===== config.mk =====
export PLATFORM = sky130hd
export DESIGN_NAME = fdu_heartbeat_gen
export DESIGN_NICKNAME = d
export VERILOG_FILES = /design/src/rtl/fdu_heartbeat_gen.sv
export SDC_FILE = /design/constraint.sdc
export NUM_CORES = 1
export LEC_CHECK = 0
export ABC_AREA = 1
export CAP_MARGIN = 40
export CORE_ASPECT_RATIO = 1.25
export CORE_MARGIN = 10
export CORE_UTILIZATION = 30
export CTS_CLUSTER_DIAMETER = 150
export DETAILED_ROUTE_END_ITERATION = 8
export PLACE_DENSITY = 0.48
export SYNTH_ARGS = -nofsm -noshare
export SYNTH_HDL_FRONTEND = slang
export SYNTH_SLANG_ARGS = --single-unit

===== constraint.sdc =====
create_clock -name clk -period 5 [get_ports clk]
set_clock_uncertainty 0.1 [all_clocks]
set_input_delay 1 -clock clk [delete_from_list [all_inputs] [get_ports clk]]
set_output_delay 1 -clock clk [all_outputs]
set_load 0.005 [all_outputs]

===== src/rtl/fdu_heartbeat_gen.sv =====
// fdu_heartbeat_gen: turns software kick strobes into the 3-bit Gray-code
// heartbeat checked by the FDU watchdog.
//   - Each code is held for at least HOLD_CYCLES clocks.
//   - Kicks that arrive during a hold are queued, up to MAX_PENDING deep.
//   - If no kick arrives for KICK_TIMEOUT cycles, the heartbeat freezes so the
//     watchdog reports the unit unhealthy. Only enable=0 releases the freeze.
// Optional build macro: FAULT_INJECT_EN adds fault_skip. When fault_skip is
// high on the cycle an advance is taken, fdu jumps two sequence steps.
// Ports:
//   clk, reset_n   clock; asynchronous active-low reset
//   enable         1 = heartbeat running, 0 = hold fdu at 000
//   kick           one-cycle request for one code advance
//   clr_flags      one-cycle strobe that clears kick_overflow
//   fault_skip     (FAULT_INJECT_EN only) double-step on the next advance
//   fdu[2:0]       registered Gray-code heartbeat
//   pending[1:0]   queued kicks that have not been applied yet
//   stalled        kick timeout reached; heartbeat frozen
//   kick_overflow  sticky; a kick was dropped because the queue was full
module fdu_heartbeat_gen #(
  parameter int unsigned HOLD_CYCLES  = 1000,
  parameter int unsigned MAX_PENDING  = 3,
  parameter int unsigned KICK_TIMEOUT = 3000000
) (
  input  logic       clk,
  input  logic       reset_n,
  input  logic       enable,
  input  logic       kick,
  input  logic       clr_flags,
`ifdef FAULT_INJECT_EN
  input  logic       fault_skip,
`endif
  output logic [2:0] fdu,
  output logic [1:0] pending,
  output logic       stalled,
  output logic       kick_overflow
);

  localparam int unsigned DW = $clog2(HOLD_CYCLES);
  localparam int unsigned TW = 24;
  localparam int unsigned PW = 2;
  localparam logic [DW-1:0] DWELL_LAST = DW'(HOLD_CYCLES - 1);
  localparam logic [TW-1:0] TMR_LAST   = TW'(KICK_TIMEOUT - 1);
  localparam logic [PW-1:0] PEND_MAX   = PW'(MAX_PENDING);

  typedef enum logic [1:0] {S_IDLE, S_DWELL, S_READY, S_STALL} state_t;

  state_t        r_state, w_state_nxt;
  logic [2:0]    r_fdu, w_fdu_nxt;
  logic [PW-1:0] r_pending, w_pending_nxt;
  logic          r_stalled, w_stalled_nxt;
  logic          r_ovf, w_ovf_nxt;
  logic [DW-1:0] r_dwell, w_dwell_nxt;
  logic [TW-1:0] r_timer, w_timer_nxt;
  logic          w_skip;
  logic          w_timeout;
  logic          w_at_gate;
  logic          w_take;
  logic          w_ovf_set;

`ifdef FAULT_INJECT_EN
  assign w_skip = fault_skip;
`else
  assign w_skip = 1'b0;
`endif

  // Advance a Gray code by one (or two) sequence steps via binary.
  function automatic logic [2:0] gray_step(input logic [2:0] g, input logic two);
    logic [2:0] b;
    logic [2:0] nb;
    b[2] = g[2];
    b[1] = g[2] ^ g[1];
    b[0] = g[2] ^ g[1] ^ g[0];
    nb   = b + (two ? 3'd2 : 3'd1);
    return nb ^ {1'b0, nb[2:1]};
  endfunction

  // State and output registers.
  always_ff @(posedge clk or negedge reset_n) begin
    if (!reset_n) begin
      r_state   <= S_IDLE;
      r_fdu     <= 3'b000;
      r_pending <= '0;
      r_stalled <= 1'b0;
      r_ovf     <= 1'b0;
      r_dwell   <= '0;
      r_timer   <= '0;
    end else begin
      r_state   <= w_state_nxt;
      r_fdu     <= w_fdu_nxt;
      r_pending <= w_pending_nxt;
      r_stalled <= w_stalled_nxt;
      r_ovf     <= w_ovf_nxt;
      r_dwell   <= w_dwell_nxt;
      r_timer   <= w_timer_nxt;
    end
  end

  // Next-state logic: dwell gating, kick queue, stall detection.
  always_comb begin
    w_state_nxt   = r_state;
    w_fdu_nxt     = r_fdu;
    w_pending_nxt = r_pending;
    w_stalled_nxt = r_stalled;
    w_dwell_nxt   = r_dwell;
    w_timer_nxt   = r_timer;
    w_timeout     = 1'b0;
    w_at_gate     = 1'b0;
    w_take        = 1'b0;
    w_ovf_set     = 1'b0;

    if (!enable) begin
      w_state_nxt   = S_IDLE;
      w_fdu_nxt     = 3'b000;
      w_pending_nxt = '0;
      w_stalled_nxt = 1'b0;
      w_dwell_nxt   = '0;
      w_timer_nxt   = '0;
    end else begin
      case (r_state)
        S_IDLE: begin
          w_state_nxt   = S_DWELL;
          w_fdu_nxt     = 3'b000;
          w_pending_nxt = '0;
          w_stalled_nxt = 1'b0;
          w_dwell_nxt   = '0;
          w_timer_nxt   = '0;
        end
        S_DWELL, S_READY: begin
          // Any kick, even one that gets dropped, restarts the timeout.
          w_timeout   = !kick && (r_timer == TMR_LAST);
          w_timer_nxt = kick ? '0 : r_timer + TW'(1);
          w_at_gate   = (r_state == S_READY) || (r_dwell == DWELL_LAST);
          if (w_timeout) begin
            // Stall wins over an advance due in the same cycle.
            w_state_nxt   = S_STALL;
            w_stalled_nxt = 1'b1;
          end else begin
            w_take = w_at_gate && (kick || (r_pending != '0));
            if (w_take) begin
              w_fdu_nxt   = gray_step(r_fdu, w_skip);
              w_dwell_nxt = '0;
              w_state_nxt = S_DWELL;
            end else if (r_state == S_DWELL) begin
              if (w_at_gate) w_state_nxt = S_READY;
              else           w_dwell_nxt = r_dwell + DW'(1);
            end
            // A kick that coincides with a consume leaves the queue unchanged.
            if (kick && !w_take) begin
              if (r_pending == PEND_MAX) w_ovf_set = 1'b1;
              else                       w_pending_nxt = r_pending + PW'(1);
            end else if (!kick && w_take) begin
              w_pending_nxt = r_pending - PW'(1);
            end
          end
        end
        S_STALL: begin
          w_state_nxt = S_STALL;
        end
        default: begin
          w_state_nxt = S_IDLE;
        end
      endcase
    end

    // A new overflow has priority over a clear in the same cycle.
    w_ovf_nxt = w_ovf_set ? 1'b1 : (clr_flags ? 1'b0 : r_ovf);
  end

  assign fdu           = r_fdu;
  assign pending       = r_pending;
  assign stalled       = r_stalled;
  assign kick_overflow = r_ovf;

endmodule


==> metrics, run 1 <==
top cells by count, synth nand2_1 (121), nor2_1 (63), inv_1 (54); vias per cell 4.60; Synth top area share 38.1%; GRT Resource Usage Total 10.4%; number of diodes 0; crit path launch kick; reg2reg end r_timer[16]$_DFFE_PN0P_; Tmin final around 2.6 ns; top post-synthesis cells by area dfrtp_1 (38%), nand2_1 (16%), nor2_1 (8.4%); Hold Crit Class register to register; post-synthesis xor/xnor area fraction 1.55%; Final Cycle Share 52.3%; count of yosys warnings during synthesis 0; Primary FF master, synth dfrtp_1; top-count cell post-synth nand2_1; Pwr Density around 350 mW/mm2; register area share after synthesis 38.1%; DRT iter0 DRCs 137; Worst EP required 5.12 ns; Clock Latency Late Sink ~0.28 ns; flop2flop setup slack approximately 2.6 ns; asr flop ratio synth 100%; worst hold slack 0.409 ns; Adder-Cell Fraction of Synth Area 3.10%; DRT antenna net count 0; clock-pin slew on the worst setup and hold paths 0.06 ns; gate count of the mapped netlist between 400 and 500; initial antenna violation count 0; CP cell instances clkdlybuf4s50_1 -> nor2_1 -> nand3_1 -> nor2_1 -> nand3_2 -> nand2_4 -> inv_4 -> nand3_2 -> nand2_1 -> nand2_1; WL per Instance 12.3 um; largest net degree at the start of global routing 24; depth of the worst register-to-register path 11; RePlAce Congestion 0.819; vias in the first global route roughly 2500; Hold Vio Cnt, Final 0; mapped cell area 0.00283 mm2; CTS Buffer Depth 2; Startpoint Class input port; slowest CP cell clkdlybuf4s50_1; FF-to-FF Start r_state[1]$_DFFE_PN0P_; filler instances 1018; maxcap violations 0; largest family of logic cells by synthesized area simple AND/OR/NAND/NOR gates; first-pass GRT wire length about 12 mm; syn_nets 419; Finish-stage setup viols 0; cells resized by post-CTS repair 0; Worst EP arrival ~2.7 ns; core region area 0.00917 mm2; Area Overhead vs Synth 13.8%; Synth Area in Compound Gates 7.61%; Post-synth EDFFs 0; die area 0.0137 mm2; Setup Fix Bufs, Post-CTS 0; mux cell area share after synthesis 0%; TritonCTS buffer count 5; leakage about 1.6 nW; FMAX 0.383 GHz; Tightest Pin Transition 0.505 ns; number of port buffers 11; status complete, no violations; GR Overflow Total 0; post-DP HPWL just over 5 mm; CTS tree done; RSZ-0062 raised after global routing no; Clock Sinks 43; syn avg cell area roughly 6.9 um2; Die Y 129 um; Synth Area in Simple Gates ~41%; root buffer selected by CTS clkbuf_16; htree depth 2; Die W between 100 and 150 um; relative slew slack between 60% and 70%; Initial Util 30.8%; Max Slew Vio Count 0; hold buffer count at cts 0; Peak VDD IR 0.000138 V; Std-Cell Rows 39; # DRC 0; I/O pin total 12; # nets final 434; cell taking the most area after synthesis dfrtp_1; flip-flop and latch count after synthesis 43; crit path capture type register; CP Max Fanout 10; drt pass-1 iters 4; WS Path Type input port to register; DR vias roughly 2500; Setup crit end r_dwell[9]$_DFFE_PN0P_; layout cells sized above 1 8.77%; distinct cell type count after synthesis 31; CP peak stage delay 0.61 ns; post-route setup TNS 0 ns; final wirelength 6.71 mm
## flip-flops by register name, indices dropped and copies added, names as in the netlist
register,count
r_timer,24
r_dwell,10
fdu,3
pending,2
r_state,2
kick_overflow,1
stalled,1
## worst min path at each step
| stage | endpoint | slack, ns | cells past startpoint | startpoint |
|---|---|---|---|---|
| after global routing | r_timer[0]$_DFFE_PN0P_ | 0.44 | 1 | r_timer[0]$_DFFE_PN0P_ |
| after detailed placement | r_timer[0]$_DFFE_PN0P_ | 0.41 | 1 | r_timer[0]$_DFFE_PN0P_ |
| after floorplan | r_timer[0]$_DFFE_PN0P_ | 0.37 | 1 | r_timer[0]$_DFFE_PN0P_ |
| after global placement | r_timer[0]$_DFFE_PN0P_ | 0.39 | 1 | r_timer[0]$_DFFE_PN0P_ |
| final | r_timer[0]$_DFFE_PN0P_ | 0.41 | 1 | r_timer[0]$_DFFE_PN0P_ |
| after CTS | r_timer[0]$_DFFE_PN0P_ | 0.41 | 1 | r_timer[0]$_DFFE_PN0P_ |
## logic make-up (layout without fill, tap and decap cells)
logic type,count (synthesis),after routing
buffers and inverters,62,77
xor gates and xnor gates,5,5
DFF,43,43
AOI/OAI and AO/OA,38,38
and+or+nand+nor,252,252
adders and majority gates,7,7
## cell usage in the layout, fill, tap and decap left out, types with 2 or more instances in the layout
cell and n:
clkbuf_16 5, nand2_4 4, nor2_1 63, nor3_1 8, nor2_2 7, nand3_2 3, xnor2_1 2, inv_1 54
ha_1 7, clkdlybuf4s50_1 10, o21ai_0 14, a21oi_1 16, xor2_1 3, nand3_1 20, o21a_1 2, dfrtp_1 43
nand2_2 3, inv_2 3, nor2_4 3, o21ai_1 3, nand4_1 16, nand2_1 121
## area by class of cell
cell class,instances,area (um2),area share (%)
Multi-Input combinational cell,302,1500,46.5
Sequential cell,43,1080,33.5
Inverter,58,220,6.85
Tap cell,123,154,4.79
Clock buffer,6,139,4.32
Timing Repair Buffer,12,125,3.89
Clock inverter,1,5.00,0.156
## metal layers
| layer | up-vias | track usage, % | share of wire (%) |
|---|---|---|---|
| met5 | - | 0 | 0 |
| met4 | 0 | 4.15 | 2.1 |
| met3 | 9 | 1.90 | 2.1 |
| met2 | 28 | 17.7 | 48 |
| met1 | 1156 | 12.6 | 48 |
| li1 | 1316 | - | - |
## power by group
part | internal (W) | switching (W) | total, W
Sequential | 0.000375 | 0.0000317 | 0.000407
Clock | 0.000195 | 0.000135 | 0.000331
Combinational | 0.000126 | 0.000254 | 0.000380
Total | 0.000697 | 0.000421 | 0.00112
## stage by stage
stage | instance area (um2) | worst slack (ns) | util [%] | total power, W | std cells
floorplan | 2830 | 2.87 | - | 0.000696 | 407
global placement | 3050 | 2.08 | 33.3 | 0.000797 | 537
detailed placement | 3070 | 2.07 | 33.5 | 0.000802 | 538
CTS | 3220 | 2.37 | 35.1 | 0.00114 | 545
global route | 3220 | 2.21 | 35.1 | 0.00120 | 545
finish | 3220 | 2.39 | 35.1 | 0.00112 | 545
## worst max-delay path, delay by kind of cell
kind	cells	cell delay (ns)
buffers and inverters	2	0.67
AND/OR/NAND/NOR	8	1.07
No activity file was read; power rests on OpenSTA's default activity.
==> run 2: changes to the inputs <==
clock period = 2.65 ns   (was 5 ns; I/O delays follow)
==> metrics, run 2 (synthesis gave the netlist of run 1 again) <==
status complete, no violations; leakage 1.58 nW (+0.97%); Setup Fix Bufs, Post-CTS 0 (unchanged); vias in the first global route 2554 (+0.43%); reg2reg end r_timer[19]$_DFFE_PN0P_; Area Overhead vs Synth 14.4%; Startpoint Class register; Biggest register r_timer; DRT antenna net count 0 (unchanged); TritonCTS buffer count 5 (unchanged); Std-Cell Rows 39 (unchanged); CTS Buffer Depth 2 (unchanged); first-pass GRT wire length 12.0 mm (+1.7%); RSZ-0062 raised after global routing no; RePlAce Congestion 0.809 (-1.1%); root buffer selected by CTS clkbuf_16; relative slew slack 73.0% (+6.7 points); drt pass-1 iters 4 (unchanged); post-DP HPWL 5.49 mm (+7.6%); filler instances 1031 (+1.3%); Tightest Pin Transition 0.404 ns (-0.102 ns); post-route setup TNS 0 ns (unchanged); hold buffer count at cts 0 (unchanged); WS Path Type register to register; CP cell instances inv_1 -> ha_1 -> nand3b_4 -> nand4_2 -> nor2_2 -> nand4_1 -> nand2_1 -> nand2_1 -> nor2_1; most frequent cells in the layout nand2_1 (121), nor2_1 (63), inv_1 (54); Worst EP required 2.77 ns (-2.35 ns); layout cells sized above 1 9.62% (+0.86 points); CTS tree done; maxcap violations 0 (unchanged); crit path capture type register; Seq pwr share 36.3% (about the same); Logic pwr share 34.9% (+0.9 points); # DRC 0 (unchanged); Final Cycle Share 83.9%; die area 0.0137 mm2 (unchanged); CP peak stage delay 0.52 ns (-0.09 ns); Hold Vio Cnt, Final 0 (unchanged); delay-heaviest family, CP simple AND/OR/NAND/NOR gates; max FFs per register 24 (unchanged); clock-pin slew on the worst setup and hold paths 0.06 ns (about the same); flop2flop setup slack 0.43 ns (-2.20 ns); Tmin final 2.22 ns; switching share of power 37.3% (-0.42 points); FMAX 0.450 GHz; GR Overflow Total 0 (unchanged); depth of the worst register-to-register path 9 (-2); cells resized by post-CTS repair 0 (unchanged); Hold Crit Class input port to async pin; # nets final 438 (+0.92%); largest net degree at the start of global routing 17 (-29%); most used cell, CP nand2_1; WL per Instance 12.7 um (+2.9%); initial antenna violation count 0 (unchanged); DR vias 2548 (+1.6%); FF-to-FF Start r_state[0]$_DFFE_PN0P_; core region area 0.00917 mm2 (unchanged); DRT iter0 DRCs 127 (-7.3%); Worst EP arrival 2.34 ns (-0.39 ns); Clock power frac 28.8% (-0.8 points); Die Y 129 um (unchanged); I/O pin total 12 (unchanged); CP Max Fanout 9 (-1); Initial Util 30.8% (unchanged); critical path depth 9 (-1); Clock Latency Late Sink 0.28 ns (about the same); post-route setup slack 0.427 ns (-1.96 ns); htree depth 2 (unchanged); worst slack at placement 0.224 ns (-1.85 ns); Peak VDD IR 0.000266 V (+93%); Pwr Density 658 mW/mm2 (+89%); Psw 0.000792 W (+88%); vias per cell 4.64 (+0.81%); Max Slew Vio Count 0 (unchanged); number of diodes 0 (unchanged); Internal 0.00133 W (+92%); GRT Resource Usage Total 10.7% (+0.33 points); Finish-stage setup viols 0 (unchanged); final wirelength 6.95 mm (+3.7%); slowest CP cell ha_1; Clock Sinks 43 (unchanged); Buffers & Inverters on Critical Path 1 (-1); number of port buffers 11 (unchanged); commonest non-fill, non-tap cell in the layout nand2_1; Final Util 35.2% (+0.19 points); Die W 107 um (unchanged)
run 2: cell types whose count changed in the layout (fill, tap and decap cells not counted), sizes merged:
cell,before,now
buf,2,6
run 2: final cells by class:
type,instances,area (um2),share of cell area (%)
well taps,123,154,4.76
multi-input cells,302,1500,46.3
flip-flops and latches,43,1080,33.3
clock inverters,1,5.00,0.155
clock buffers,6,139,4.30
inverters,58,220,6.81
repair buffers,16,143,4.41
run 2: through the flow:
step                      area, um2  total power, W  hold WS, ns  std cells
after CTS                      3230         0.00217       0.0565        549
after global routing           3230         0.00230       0.0660        549
after floorplan                2830         0.00131        0.134        407
final                          3230         0.00213       0.0429        549
after detailed placement       3090         0.00154        0.364        542
after global placement         3090         0.00154        0.361        542
run 2: how the worst max path moves through the flow:
stage	start	to	slack [ns]
6_report	r_state[0]$_DFFE_PN0P_	r_timer[19]$_DFFE_PN0P_	0.43
5_1_grt	r_state[0]$_DFFE_PN0P_	r_timer[18]$_DFFE_PN0P_	0.18
4_1_cts	r_state[0]$_DFFE_PN0P_	r_timer[20]$_DFFE_PN0P_	0.35
3_5_place_dp	kick	r_dwell[9]$_DFFE_PN0P_	0.22
3_3_place_gp	kick	r_dwell[9]$_DFFE_PN0P_	0.24
2_1_floorplan	r_state[0]$_DFFE_PN0P_	r_timer[14]$_DFFE_PN0P_	0.83
run 2: power groups by stage:
stage	logic (W)	registers (W)	clock network [W]
after floorplan	0.000544	0.000770	0
after global placement	0.000753	0.000784	0
after detailed placement	0.000757	0.000782	0
after CTS	0.000760	0.000772	0.000635
after global routing	0.000855	0.000782	0.000660
final	0.000743	0.000772	0.000612
run 2: layer usage:
| metal | GRT usage [%] | part of all wire (%) | wire length, um | up-vias |
|---|---|---|---|---|
| li1 | - | - | - | 1328 |
| met1 | 12.2 | 44 | 3090 | 1180 |
| met2 | 19.3 | 51 | 3560 | 28 |
| met3 | 2.00 | 2.4 | 168 | 12 |
| met4 | 3.83 | 1.9 | 133 | 0 |
| met5 | 0 | 0 | 0 | - |
==> run 3: changes to the inputs <==
clock period = 2.3 ns   (was 2.65 ns; I/O delays follow)
==> metrics, run 3 (synthesis gave the netlist of run 1 again) <==
slowest CP cell dfrtp_1; root buffer selected by CTS clkbuf_16; Biggest register r_timer; post-route setup slack 0.213 ns (-0.214 ns); delay-heaviest family, CP simple AND/OR/NAND/NOR gates; leakage 1.62 nW (+2.5%); drt pass-1 iters 4 (unchanged); Die Y 129 um (unchanged); DRT antenna net count 0 (unchanged); Worst EP arrival 2.21 ns (-0.13 ns); status complete, no violations; Worst EP required 2.42 ns (-0.35 ns); Final Cycle Share 90.7% (+6.8 points); CP Max Fanout 9 (unchanged); Max Slew Vio Count 0 (unchanged); # nets final 446 (+1.8%); clock-pin slew on the worst setup and hold paths 0.06 ns (about the same); crit path capture type register; Tightest Pin Transition 0.576 ns (+0.173 ns); Die W 107 um (unchanged); vias in the first global route 2472 (-3.2%); relative slew slack 61.6% (-11 points); max FFs per register 24 (unchanged); top sig layer met4; met2 wire len 3.40 mm (-4.5%); I/O pin total 12 (unchanged); WS Path Type register to register; final wirelength 6.74 mm (-3.1%); number of diodes 0 (unchanged); Pwr Density 781 mW/mm2 (+19%); hold buffer count at cts 0 (unchanged); layout cells sized above 1 11.5% (+1.9 points); Clock Sinks 43 (unchanged); CTS tree done; Hold Vio Cnt, Final 0 (unchanged); Std-Cell Rows 39 (unchanged); most frequent cells in the layout nand2_1 (121), nor2_1 (63), inv_1 (54); Seq pwr share 34.4% (-1.9 points); switching share of power 36.6% (-0.69 points); FMAX 0.479 GHz (+6.5%); maxcap violations 0 (unchanged); Area Overhead vs Synth 17.0%; first-pass GRT wire length 11.8 mm (-1.5%); # DRC 0 (unchanged); core region area 0.00917 mm2 (unchanged); htree depth 2 (unchanged); WL per Instance 12.1 um (-4.6%); WL met3 223 um (+33%); GRT Resource Usage Total 10.4% (-0.35 points); Psw 0.000944 W (+19%); post-DP HPWL 5.21 mm (-4.9%); RePlAce Congestion 0.829 (+2.5%); critical path depth 11 (+2); Startpoint Class register; commonest non-fill, non-tap cell in the layout nand2_1; Logic pwr share 36.4% (+1.5 points); flop2flop setup slack 0.21 ns (-0.21 ns); Clock Latency Late Sink 0.29 ns (about the same); Peak VDD IR 0.000303 V (+14%); Initial Util 30.8% (unchanged); RSZ-0062 raised after global routing no; GR Overflow Total 0 (unchanged); worst slack at placement 0.0669 ns (-0.157 ns); Clock power frac 29.2% (+0.4 points); number of port buffers 11 (unchanged); Hold Crit Class input port to async pin; met1 wire length 3.00 mm (-3.0%); die area 0.0137 mm2 (unchanged); Finish-stage setup viols 0 (unchanged); initial antenna violation count 0 (unchanged); Internal 0.00164 W (+23%); reg2reg end r_timer[16]$_DFFE_PN0P_; CP cell instances inv_1 -> ha_2 -> nand3b_4 -> nand2_1 -> nor2_2 -> nand3_1 -> nor2_2 -> nand2_1 -> nand2_1 -> nand2_1 -> nor2_1; vias per cell 4.58 (-1.3%); CTS Buffer Depth 2 (unchanged); DRT iter0 DRCs 111 (-13%); Buffers & Inverters on Critical Path 1 (unchanged); filler instances 1009 (-2.1%); CP peak stage delay 0.42 ns (-0.10 ns); post-route setup TNS 0 ns (unchanged); TritonCTS buffer count 5 (unchanged); FF-to-FF Start r_state[1]$_DFFE_PN0P_; Final Util 36.1% (+0.82 points); DR vias 2556 (+0.31%); largest net degree at the start of global routing 25 (+8); Tmin final 2.09 ns (-0.136 ns); most used cell, CP nand2_1; depth of the worst register-to-register path 11 (+2)
## run 3: cell count changes in the layout (fill, tap and decap cells not counted), sizes merged
cell and change:
clkbuf +2, clkinv -1, buf +8
## run 3: per-layer routing
metal,vias to the layer above,global-route usage (%)
met5,-,0
met4,0,3.43
met3,11,2.20
met2,40,18.3
met1,1172,12.1
li1,1333,-
## run 3: metrics by stage
stage	cell area [um2]	hold WS (ns)	cells	power, W
CTS	3280	0.0855	555	0.00260
global placement	3130	0.391	547	0.00182
floorplan	2830	0.0644	407	0.00151
global route	3310	0.105	558	0.00278
finish	3310	0.0663	558	0.00258
detailed placement	3130	0.396	547	0.00183
## run 3: power by group through the flow
| stage | clock network, W | logic, W | registers, W |
|---|---|---|---|
| after global routing | 0.000824 | 0.00106 | 0.000901 |
| after global placement | 0 | 0.000922 | 0.000900 |
| final | 0.000754 | 0.000941 | 0.000887 |
| after floorplan | 0 | 0.000626 | 0.000887 |
| after CTS | 0.000789 | 0.000926 | 0.000889 |
| after detailed placement | 0 | 0.000922 | 0.000903 |
## run 3: worst max-delay path by stage
stage	startpoint	to
finish	r_state[1]$_DFFE_PN0P_	r_timer[16]$_DFFE_PN0P_
global route	r_state[1]$_DFFE_PN0P_	r_timer[16]$_DFFE_PN0P_
CTS	r_state[1]$_DFFE_PN0P_	r_timer[16]$_DFFE_PN0P_
detailed placement	enable	r_timer[16]$_DFFE_PN0P_
global placement	enable	r_timer[16]$_DFFE_PN0P_
floorplan	r_state[0]$_DFFE_PN0P_	r_timer[14]$_DFFE_PN0P_
## run 3: final cells by class
type | instances | area, um2 | area share [%]
Timing Repair Buffer | 24 | 203 | 6.13
Sequential cell | 43 | 1080 | 32.5
Multi-Input combinational cell | 302 | 1500 | 45.3
Clock buffer | 8 | 156 | 4.73
Tap cell | 123 | 154 | 4.65
Inverter | 58 | 220 | 6.66
## run 3: timing repair
item                       4_1_cts  5_1_grt
setup endpoints to repair        0        1
gates resized for setup          0        1
buffers inserted                 0        3
